<file path="config.mk">
export PLATFORM = sky130hd
export DESIGN_NAME = sms_reset_sequencer
export DESIGN_NICKNAME = d
export VERILOG_FILES = /design/src/rtl/sms_reset_pkg.sv /design/src/rtl/sms_sync_debounce.sv /design/src/rtl/sms_reset_sequencer.sv
export SDC_FILE = /design/constraint.sdc
export NUM_CORES = 1
export LEC_CHECK = 0
export CORE_MARGIN = 2
export CORE_UTILIZATION = 46
export CTS_CLUSTER_SIZE = 10
export DETAILED_ROUTE_END_ITERATION = 16
export DONT_BUFFER_PORTS = 1
export GPL_ROUTABILITY_DRIVEN = 0
export PLACE_DENSITY = 0.6
export REMOVE_ABC_BUFFERS = 1
export SYNTH_ARGS = -nofsm -noshare
export SYNTH_HDL_FRONTEND = slang
export SYNTH_SLANG_ARGS = --single-unit
</file>
<file path="constraint.sdc">
create_clock -name clk -period 2.15 [get_ports clk]
set_clock_uncertainty 0.05 [all_clocks]
set_input_delay 0.215 -clock clk [delete_from_list [all_inputs] [get_ports clk]]
set_output_delay 0.215 -clock clk [all_outputs]
set_load 0.005 [all_outputs]
</file>
<file path="src/rtl/sms_reset_pkg.sv">
// Shared types and default parameters for the SMS reset sequencer.
// Latency: n/a (declarations only).
// Backpressure: n/a.
package sms_reset_pkg;

    // Sequencer states; the encodings are visible on the debug port.
    typedef enum logic [1:0] {
        HOLD    = 2'd0,
        STRETCH = 2'd1,
        RUN     = 2'd2
    } state_t;

    localparam int DEF_SYNC_STAGES     = 2;
    localparam int DEF_STRETCH_CYCLES  = 16;
    localparam int DEF_DEBOUNCE_CYCLES = 8;

endpackage

</file>
<file path="src/rtl/sms_sync_debounce.sv">
// Synchronizes an async bouncy input and accepts a level only after it is stable.
// Latency: SYNC_STAGES + DEBOUNCE_CYCLES edges from input change to dout change.
// Backpressure: none; free-running, glitches shorter than DEBOUNCE_CYCLES are dropped.
module sms_sync_debounce
    import sms_reset_pkg::*;
#(
    parameter int   SYNC_STAGES     = DEF_SYNC_STAGES,
    parameter int   DEBOUNCE_CYCLES = DEF_DEBOUNCE_CYCLES,
    parameter logic RESET_VAL       = 1'b1
) (
    input  logic clk,
    input  logic rst_n,
    input  logic din,
    output logic synced,
    output logic dout
);

    localparam int DW = $clog2(DEBOUNCE_CYCLES + 1);

    logic [SYNC_STAGES-1:0] sync;
    logic [DW-1:0]          dcnt;

    // Metastability chain; resets to the idle level so a reset never looks like a press.
    always_ff @(posedge clk or negedge rst_n) begin
        if (!rst_n) begin
            sync <= {SYNC_STAGES{RESET_VAL}};
        end else begin
            sync <= {sync[SYNC_STAGES-2:0], din};
        end
    end

    assign synced = sync[SYNC_STAGES-1];

    // Count consecutive cycles of disagreement; the toggle and the clear share the
    // edge on which the count would reach DEBOUNCE_CYCLES, so dcnt never holds that value.
    always_ff @(posedge clk or negedge rst_n) begin
        if (!rst_n) begin
            dcnt <= '0;
            dout <= RESET_VAL;
        end else if (synced == dout) begin
            dcnt <= '0;
        end else if (dcnt == DW'(DEBOUNCE_CYCLES - 1)) begin
            dcnt <= '0;
            dout <= ~dout;
        end else begin
            dcnt <= dcnt + 1'b1;
        end
    end

endmodule

</file>
<file path="src/rtl/sms_reset_sequencer.sv">
// Turns the raw -RESET pin and console RESET key into a clean, stretched reset pair.
// Latency: release after SYNC_STAGES+1+STRETCH_CYCLES edges; key press asserts after SYNC_STAGES+DEBOUNCE_CYCLES+1.
// Backpressure: none; assertion via rst_n is immediate and asynchronous.
module sms_reset_sequencer
    import sms_reset_pkg::*;
#(
    parameter int SYNC_STAGES     = DEF_SYNC_STAGES,
    parameter int STRETCH_CYCLES  = DEF_STRETCH_CYCLES,
    parameter int DEBOUNCE_CYCLES = DEF_DEBOUNCE_CYCLES
) (
    input  logic       clk,
    input  logic       rst_n,
    input  logic       key_reset_n,
    output logic       reset_n_o,
    output logic       reset_o,
    output logic       ready,
    output logic [1:0] state
);

    localparam int SW = $clog2(STRETCH_CYCLES + 1);

    logic [SYNC_STAGES-1:0] rel_sync;
    logic                   rel_ok;
    logic                   key_sync;
    logic                   key_db;
    state_t                 state_q;
    logic [SW-1:0]          scnt;

    // Release synchronizer: cleared asynchronously, fills with ones after rst_n rises.
    always_ff @(posedge clk or negedge rst_n) begin
        if (!rst_n) begin
            rel_sync <= '0;
        end else begin
            rel_sync <= {rel_sync[SYNC_STAGES-2:0], 1'b1};
        end
    end

    assign rel_ok = rel_sync[SYNC_STAGES-1];

    sms_sync_debounce #(
        .SYNC_STAGES     (SYNC_STAGES),
        .DEBOUNCE_CYCLES (DEBOUNCE_CYCLES),
        .RESET_VAL       (1'b1)
    ) u_key (
        .clk    (clk),
        .rst_n  (rst_n),
        .din    (key_reset_n),
        .synced (key_sync),
        .dout   (key_db)
    );

    // Sequencer: outputs are loaded alongside each transition, so they always equal
    // (state == RUN) one register later than the decision, never combinational.
    // Leaving HOLD also requires the raw synced key to be idle: a key already held at
    // rst_n release has not yet reached key_db, and must not start a stretch.
    always_ff @(posedge clk or negedge rst_n) begin
        if (!rst_n) begin
            state_q   <= HOLD;
            scnt      <= '0;
            reset_n_o <= 1'b0;
            ready     <= 1'b0;
        end else begin
            case (state_q)
                HOLD: begin
                    if (rel_ok && key_db && key_sync) begin
                        state_q <= STRETCH;
                        scnt    <= '0;
                    end
                end
                STRETCH: begin
                    if (!key_db) begin
                        state_q <= HOLD;
                    end else begin
                        if (scnt != SW'(STRETCH_CYCLES)) begin
                            scnt <= scnt + 1'b1;
                        end
                        if (scnt == SW'(STRETCH_CYCLES - 1)) begin
                            state_q   <= RUN;
                            reset_n_o <= 1'b1;
                            ready     <= 1'b1;
                        end
                    end
                end
                RUN: begin
                    if (!key_db) begin
                        state_q   <= HOLD;
                        reset_n_o <= 1'b0;
                        ready     <= 1'b0;
                    end
                end
                default: begin
                    state_q   <= HOLD;
                    reset_n_o <= 1'b0;
                    ready     <= 1'b0;
                end
            endcase
        end
    end

    assign reset_o = ~reset_n_o;
    assign state   = state_q;

endmodule

</file>
==> results of run 1 <==
-- worst paths after layout --
path,startpoint,endpoint,cells after the start
min in group asynchronous,rst_n,u_key.dcnt[2]$_DFF_PN0_,1
max reg2reg,scnt[0]$_DFFE_PN0P_,scnt[3]$_DFFE_PN0P_,5
max,scnt[0]$_DFFE_PN0P_,scnt[3]$_DFFE_PN0P_,5
max in group asynchronous,rst_n,scnt[4]$_DFFE_PN0P_,1
min reg2reg,rel_sync[0]$_DFF_PN0_,rel_sync[1]$_DFF_PN0_,0
min,rel_sync[0]$_DFF_PN0_,rel_sync[1]$_DFF_PN0_,0
-- layout by cell type, fill, tap and decap left out, types with 3 or more instances in the layout --
cell                       instances
sky130_fd_sc_hd__nor2_1            6
sky130_fd_sc_hd__inv_1             4
sky130_fd_sc_hd__nand3_1           3
sky130_fd_sc_hd__dfrtp_1          14
sky130_fd_sc_hd__nand2b_1          3
sky130_fd_sc_hd__ha_1              4
sky130_fd_sc_hd__nand2_1           3
sky130_fd_sc_hd__clkbuf_4          3
sky130_fd_sc_hd__dfstp_2           3
sky130_fd_sc_hd__mux2i_1           4
-- through the flow --
| stage | instances | util (%) | hold WS [ns] |
|---|---|---|---|
| 6_report | 90 | 51.4 | 0.306 |
| 5_1_grt | 90 | 51.4 | 0.318 |
| 4_1_cts | 90 | 51.4 | 0.310 |
| 3_5_place_dp | 84 | 48.5 | -0.130 |
| 3_3_place_gp | 84 | 48.5 | -0.130 |
| 2_1_floorplan | 67 | - | -0.131 |
-- power breakdown --
part	total, µW	leakage, µW	internal, µW	switching (µW)
Clock	173	0.0000177	69.3	104
Sequential	403	0.000220	367	36.0
Combinational	128	0.000146	60.0	68.2
Total	704	0.000383	496	208
-- final cells by class --
class | count | area [µm²]
fill | 145 | 812
multi-input combinational | 45 | 342
clock buffer | 3 | 22.5
inverter | 5 | 18.8
clock inverter | 1 | 5.00
timing repair buffer | 2 | 20.0
tap | 17 | 21.3
sequential | 17 | 429
-- layer usage --
metal	wire [µm]	part of all wire [%]	GRT usage [%]
met4	42	3.6	11.2
met3	57	4.9	3.57
met2	494	43	22.3
met5	0	0	0
met1	567	49	18.9
-- logic make-up (layout without fill, tap and decap cells) --
kind of cell	Yosys count	in the layout	share of synthesized area, %
AOI/OAI and AO/OA	9	9	8.95
muxes	6	6	7.85
DFF	17	17	53.8
adders and majority gates	4	4	6.28
other	1	1	0.471
xor gates and xnor gates	2	2	2.20
buffers and inverters	6	11	3.30
and+or+nand+nor	23	23	17.1
-- worst reg2reg max path: cells and delay by family, from the launching register on --
kind,cells,cell delay [ns]
flops,1,0.38
compound gates,1,0.21
simple gates,2,0.68
fa+ha+maj,1,0.18
buf+inv,1,0.07
-- state kept, by name, indices dropped and copies added, names as in the netlist --
signal / flops
ready: 1
rel_sync: 2
scnt: 5
state: 2
u_key.dcnt: 4
u_key.dout: 1
u_key.sync: 2
-- repair_timing --
action                    4_1_cts  5_1_grt
resized for setup               0        0
hold buffers                    2        0
hold endpoints to repair       18        0
==> reports/metrics.yaml, run 1 <==
status:
  result_of_the_run: "finished, final reports clean"
clock_network:
  clock_tree_from_tritoncts: "yes"
  clkSlewWorstSetupHoldPaths_ns: 0.10
  ctsRootBufferMaster: "sky130_fd_sc_hd__clkbuf_4"
  cts_htree_levels: 1
  numCtsBuffers: 3
  postCtsSetupRepairBufs: 0
  insertion_delay_ns: 0.30
  clock_sinks: 17
  ctsLongestPathBuffers: 2
logic_synthesis:
  synth-async-reset-ratio_pct: 100
  post_synth_inst_count: 68
  syn_area_um2: 797
  synth_top_flop_cell: "sky130_fd_sc_hd__dfrtp_1"
  synth_area_per_cell_um2: 11.7
  netlist_top_cells_count: "sky130_fd_sc_hd__dfrtp_1 (14), sky130_fd_sc_hd__nor2_1 (6), sky130_fd_sc_hd__ha_1 (4), sky130_fd_sc_hd__inv_1 (4), sky130_fd_sc_hd__mux2i_1 (4)"
  synth_enable_flop_cells: 0
  part_of_the_yosys_area_used_for_sequential_elements_pct: 53.8
  post_synth_top_area_share_pct: 44.0
  synth_top_cells_by_area: "sky130_fd_sc_hd__dfrtp_1 (44%), sky130_fd_sc_hd__dfstp_2 (9.9%), sky130_fd_sc_hd__ha_1 (6.3%)"
  synth_top_area_cell: "sky130_fd_sc_hd__dfrtp_1"
  synth.lib_cells_used.distinct: 29
  synth_most_common_cell: "sky130_fd_sc_hd__dfrtp_1"
  synth_seq_cells: 17
  synth-warning-count: 0
setup_path:
  cpPeakStageDelay_ns: 0.51
  path_delay_family: "simple AND/OR/NAND/NOR gates"
  cp.arrival_ns: 1.82
  regToRegSetupSlack_ns: 0.49
  cp_cell_sequence: "inv_1 > ha_1 > nor4bb_2 > or4b_4 > o311ai_2"
  critical_path_buf_inv_count: 1
  worst_path_max_delay_cell: "sky130_fd_sc_hd__or4b_4"
  crit_type: "reg2reg"
  worst_path_fanout_max: 3
  crit_path_start_kind: "flip-flop"
  crit_path_end_kind: "flip-flop"
  worst_ep_required_time_ns: 2.30
sta:
  report.final.setup_viol: 0
  worst_slack_ns: 0.485
  layout_min_cycle_time_ns: 1.66
  max_slew.worst_pin.slew_ns: 0.742
  hold_viol: 0
  layout_worst_path_cycle_share_pct: 77.4
  total_negative_slack_ns: 0
  slew_headroom_pct: 50.4
  timing.fmax_mhz: 601
  grt_setup_unrepaired: "false"
  max_slew_violation_count: 0
die:
  die-width_um: 45.6
  die_area_mm2: 0.00208
  floorplan_core_area_mm2: 0.00167
  core.rowCount: 15
  die_h_um: 45.6
  boundaryPins: 8
  initial_utilization_pct: 47.7
power_and_ir_drop:
  power.density_mw_per_mm2: 820
  finalPower_uw: 704
  vdd_drop_max_mv: 0.423
  total_leakage_power_uw: 0.000383
global_route:
  gr_ovfl_total: 0
  grt_pass1_vias: 517
  antenna_found_initial: 0
  maximum_number_of_pins_on_one_net_before_global_route_repair: 18
  globalRouteTotalUtil_pct: 15.1
  grt_first_pass_wirelength_um: 2130
place:
  port_buffers: 0
  place_worst_setup_slack_ns: 0.493
  post_detailed_placement_cell_area_um2: 811
  hpwl_um: 854
cells_and_area:
  finalNetCount: 81
  final_design_area_excluding_fillers_um2: 858
  areaGrowthSynthToFinish_pct: 7.69
  antenna_cells_inserted: 0
  drive_gt1_share_pct: 19.2
route:
  dr.first_iter.drc_count: 6
  drt-vias-per-instance: 5.56
  ant_nets: 0
  post-route-drc-count: 0
  detailroute.via_count: 500
  detail_route.wl_per_cell_um: 12.9
  drt_wl_total_um: 1160
  detailedRoute.firstPassIterationCount: 4
min_path:
  hold_path_class: "reg2reg"
flow_run:
  drv_cap: 0
Note: power is estimated with default switching activity, not from simulation.
==> run 2: changes to the inputs <==
--- a/config.mk
+++ b/config.mk
@@ -5,13 +5,14 @@
 export SDC_FILE = /design/constraint.sdc
 export NUM_CORES = 1
 export LEC_CHECK = 0
+export ABC_AREA = 1
 export CORE_MARGIN = 2
 export CORE_UTILIZATION = 46
 export CTS_CLUSTER_SIZE = 10
 export DETAILED_ROUTE_END_ITERATION = 16
 export DONT_BUFFER_PORTS = 1
 export GPL_ROUTABILITY_DRIVEN = 0
-export PLACE_DENSITY = 0.6
+export PLACE_DENSITY = 0.62
 export REMOVE_ABC_BUFFERS = 1
 export SYNTH_ARGS = -nofsm -noshare
 export SYNTH_HDL_FRONTEND = slang
==> constraint.sdc (replaced) <==
create_clock -name clk -period 1.41 [get_ports clk]
set_clock_uncertainty 0.05 [all_clocks]
set_input_delay 0.141 -clock clk [delete_from_list [all_inputs] [get_ports clk]]
set_output_delay 0.141 -clock clk [all_outputs]
set_load 0.005 [all_outputs]
==> reports/metrics.yaml, run 2 <==
clock_network:
  insertion_delay_ns: 0.28  # -0.02 ns
  clock_tree_from_tritoncts: "yes"
  ctsRootBufferMaster: "sky130_fd_sc_hd__clkbuf_4"
  cts_htree_levels: 1  # unchanged
  clkSlewWorstSetupHoldPaths_ns: 0.10  # about the same
  numCtsBuffers: 3  # unchanged
  clock_sinks: 17  # unchanged
  ctsLongestPathBuffers: 2  # unchanged
cells_and_area:
  finish.cell_count_without_fillers: 132  # +47%
  final_core_density_pct: 61.4  # +10 points
  most-common-layout-cells: "sky130_fd_sc_hd__nand2_1 (16), sky130_fd_sc_hd__dfrtp_1 (13), sky130_fd_sc_hd__inv_1 (11)"
  finalNetCount: 115  # +42%
  final_design_area_excluding_fillers_mm2: 0.00105  # +22%
  areaGrowthSynthToFinish_pct: 26.2
  antenna_cells_inserted: 0  # unchanged
  most_frequent_standard_cell_in_the_layout_excluding_fill_and_tap_cells: "sky130_fd_sc_hd__nand2_1"
  top_regs: "scnt: 5 flops, u_key.dcnt: 4 flops"
  largest_register_ff_count: 5  # unchanged
  largest-register: "scnt"
  drive_gt1_share_pct: 34.6  # +15 points
sta:
  slew_headroom_pct: 48.6  # -1.7 points
  timing.fmax_mhz: 715  # +19%
  layout_worst_path_cycle_share_pct: 99.1  # +22 points
  total_negative_slack_ns: 0  # unchanged
  report.final.setup_viol: 0  # unchanged
  grt_setup_unrepaired: "true"
  timing.hold.ws_ns: 0.308  # +0.00188 ns
  hold_viol: 0  # unchanged
  max_slew.worst_pin.slew_ns: 0.768  # +0.0256 ns
  layout_min_cycle_time_ns: 1.40  # -0.267 ns
  max_slew_violation_count: 0  # unchanged
die:
  die_h_um: 46.5  # +1.9%
  core.rowCount: 15  # unchanged
  boundaryPins: 8  # unchanged
  floorplan_core_area_mm2: 0.00171  # +2.2%
  die-width_um: 46.5  # +1.9%
  die_area_mm2: 0.00216  # +3.9%
  initial_utilization_pct: 48.6  # +0.93 points
logic_synthesis:
  part_of_the_yosys_area_used_for_sequential_elements_pct: 51.7  # -2.2 points
  synthSimpleGateAreaFrac_pct: 28.0  # +11 points
  synth_most_common_cell: "sky130_fd_sc_hd__nand2_1"
  netlist_top_cells_count: "sky130_fd_sc_hd__nand2_1 (21), sky130_fd_sc_hd__dfrtp_1 (14), sky130_fd_sc_hd__inv_1 (13)"
  synth.lib_cells_used.distinct: 21  # -28%
  yosys-mux-area-fraction_pct: 0  # -7.8 points
  synthXorXnorAreaFrac_pct: 1.05  # -1.1 points
  synth_enable_flop_cells: 0  # unchanged
  synth_top_family_by_area: "simple AND/OR/NAND/NOR gates"
  post_synth_inst_count: 95  # +40%
  synthesized_area_fraction_occupied_by_ao_oa_aoi_and_oai_cells_pct: 5.57  # -3.4 points
  synth_top_cells_by_area: "sky130_fd_sc_hd__dfrtp_1 (42%), sky130_fd_sc_hd__dfstp_2 (9.5%), sky130_fd_sc_hd__nand2_1 (9.5%)"
  syn_area_um2: 831  # +4.2%
  synth_top_flop_cell: "sky130_fd_sc_hd__dfrtp_1"
  synth_seq_cells: 17  # unchanged
  synth_area_per_cell_um2: 8.75  # -25%
  synth-warning-count: 0  # unchanged
  post_synth_top_area_share_pct: 42.2  # -1.8 points
  synth-async-reset-ratio_pct: 100  # unchanged
  synth_top_area_cell: "sky130_fd_sc_hd__dfrtp_1"
  synthAdderAreaFrac_pct: 6.02  # -0.26 points
setup_path:
  r2r_start: "scnt[1]$_DFFE_PN0P_"
  cp.arrival_ns: 1.53  # -0.29 ns
  worst_path_fanout_max: 3  # unchanged
  worst_path_max_delay_cell: "sky130_fd_sc_hd__dfrtp_1"
  crit_path_end_kind: "flip-flop"
  cpPeakStageDelay_ns: 0.44  # -0.07 ns
  critical_path_cell_count: 10  # +5
  r2r-end: "ready$_DFFE_PN0P_"
  cp_cell_sequence: "ha_4 > nand2_4 > nor2_4 > ha_4 > nand2_2 > nand2_1 > o21ai_1 > inv_1 > nand2_2 > o21ai_1"
  regToRegSetupSlack_ns: 0.01  # -0.47 ns
  crit_type: "reg2reg"
  crit_start: "scnt[1]$_DFFE_PN0P_"
  path_delay_family: "flip-flops"
  worst-r2r-cell-count: 10  # +5
  critical_path_buf_inv_count: 1  # unchanged
  crit_path_start_kind: "flip-flop"
  crit_end: "ready$_DFFE_PN0P_"
  worst_ep_required_time_ns: 1.54  # -0.76 ns
global_route:
  globalRouteTotalUtil_pct: 16.8  # +1.8 points
  grt_first_pass_wirelength_um: 2460  # +15%
  gr_ovfl_total: 0  # unchanged
  grt_pass1_vias: 577  # +12%
  maximum_number_of_pins_on_one_net_before_global_route_repair: 18  # unchanged
  antenna_found_initial: 0  # unchanged
route:
  dr.first_iter.drc_count: 10  # +4
  drt_wl_total_um: 1500  # +30%
  post-route-drc-count: 0  # unchanged
  ant_nets: 0  # unchanged
  detail_route.wl_per_cell_um: 11.4  # -12%
  drt-vias-per-instance: 4.66  # -16%
  detailroute.via_count: 615  # +23%
  detailedRoute.firstPassIterationCount: 5  # +1
power_and_ir_drop:
  clk_pwr_share_pct: 23.6  # -1.0 points
  total_leakage_power_uw: 0.000522  # +36%
  power.share.combinational_pct: 21.3  # +3.1 points
  internal-power_uw: 750  # +51%
  vdd_drop_max_mv: 0.676  # +60%
  switching_share_pct: 31.4  # +1.8 points
  power.density_mw_per_mm2: 1040  # +27%
  share_seq_of_total_power_pct: 55.1  # -2.1 points
  net-switching-power_uw: 343  # +65%
place:
  post_detailed_placement_cell_area_um2: 877  # +8.2%
  hpwl_um: 995  # +17%
  dpl.cell_count: 122  # +45%
  port_buffers: 0  # unchanged
flow_run:
  drv_cap: 0  # unchanged
status:
  result_of_the_run: "finished, final reports clean"
min_path:
  hold_path_class: "in2async"
## run 2: cell count changes after synthesis, sizes merged, moves of 2 or more
cell	before	now
mux2i	4	0
nand2b	3	0
mux2	2	0
nor2	6	13
nand3	3	7
nor2b	2	0
nand3b	0	2
xnor2	2	0
inv	5	14
o21ai	2	6
nand2	3	26
## run 2: cell families after synthesis
| kind of cell | Yosys count |
|---|---|
| fa+ha+maj | 4 |
| other cells | 1 |
| xor+xnor | 1 |
| simple gates | 49 |
| compound gates | 8 |
| flops | 17 |
| buf+inv | 15 |
## run 2: worst min path at each step
stage,cells past startpoint,slack (ns),endpoint
CTS,0,0.31,rel_sync[1]$_DFF_PN0_
finish,1,0.31,scnt[3]$_DFFE_PN0P_
floorplan,0,-0.20,ready$_DFFE_PN0P_
global placement,0,-0.20,ready$_DFFE_PN0P_
detailed placement,0,-0.20,ready$_DFFE_PN0P_
global route,0,0.32,u_key.sync[1]$_DFF_PN1_
## run 2: per-stage QoR
step           setup slack (ns)  power (µW)
6_report                 0.0120        1090
4_1_cts                 -0.0352        1090
3_3_place_gp            -0.0567         803
3_5_place_dp             -0.105         809
5_1_grt                 -0.0878        1180
2_1_floorplan           0.00332         747
## run 2: power groups by stage
stage	Combinational, µW	Clock (µW)	Sequential [µW]
after floorplan	138	0	608
after global placement	197	0	606
after detailed placement	203	0	606
after CTS	215	271	599
after global routing	274	295	615
final	233	258	602
## run 2: timing repair
action,in CTS,in global routing
endpoints found under the setup margin,3,7
pin swaps,4,9
hold buffers,2,0
setup buffers,3,1
endpoints found under the hold margin,18,0
resized for setup,3,22
## run 2: routing by layer
| layer | track usage [%] | wire (µm) | up-vias | share of wire [%] |
|---|---|---|---|---|
| met5 | 0 | 0 | - | 0 |
| met4 | 8.57 | 19 | 0 | 1.3 |
| met3 | 4.71 | 35 | 2 | 2.3 |
| met2 | 25.8 | 732 | 7 | 49 |
| met1 | 21.5 | 716 | 282 | 48 |
| li1 | - | - | 324 | - |
## run 2: area by class of cell
class	count	area (µm²)
timing repair buffer	9	80.1
fill	148	659
multi-input combinational	63	424
sequential	17	430
clock buffer	3	22.5
clock inverter	1	5.00
tap	25	31.3
inverter	14	55.1
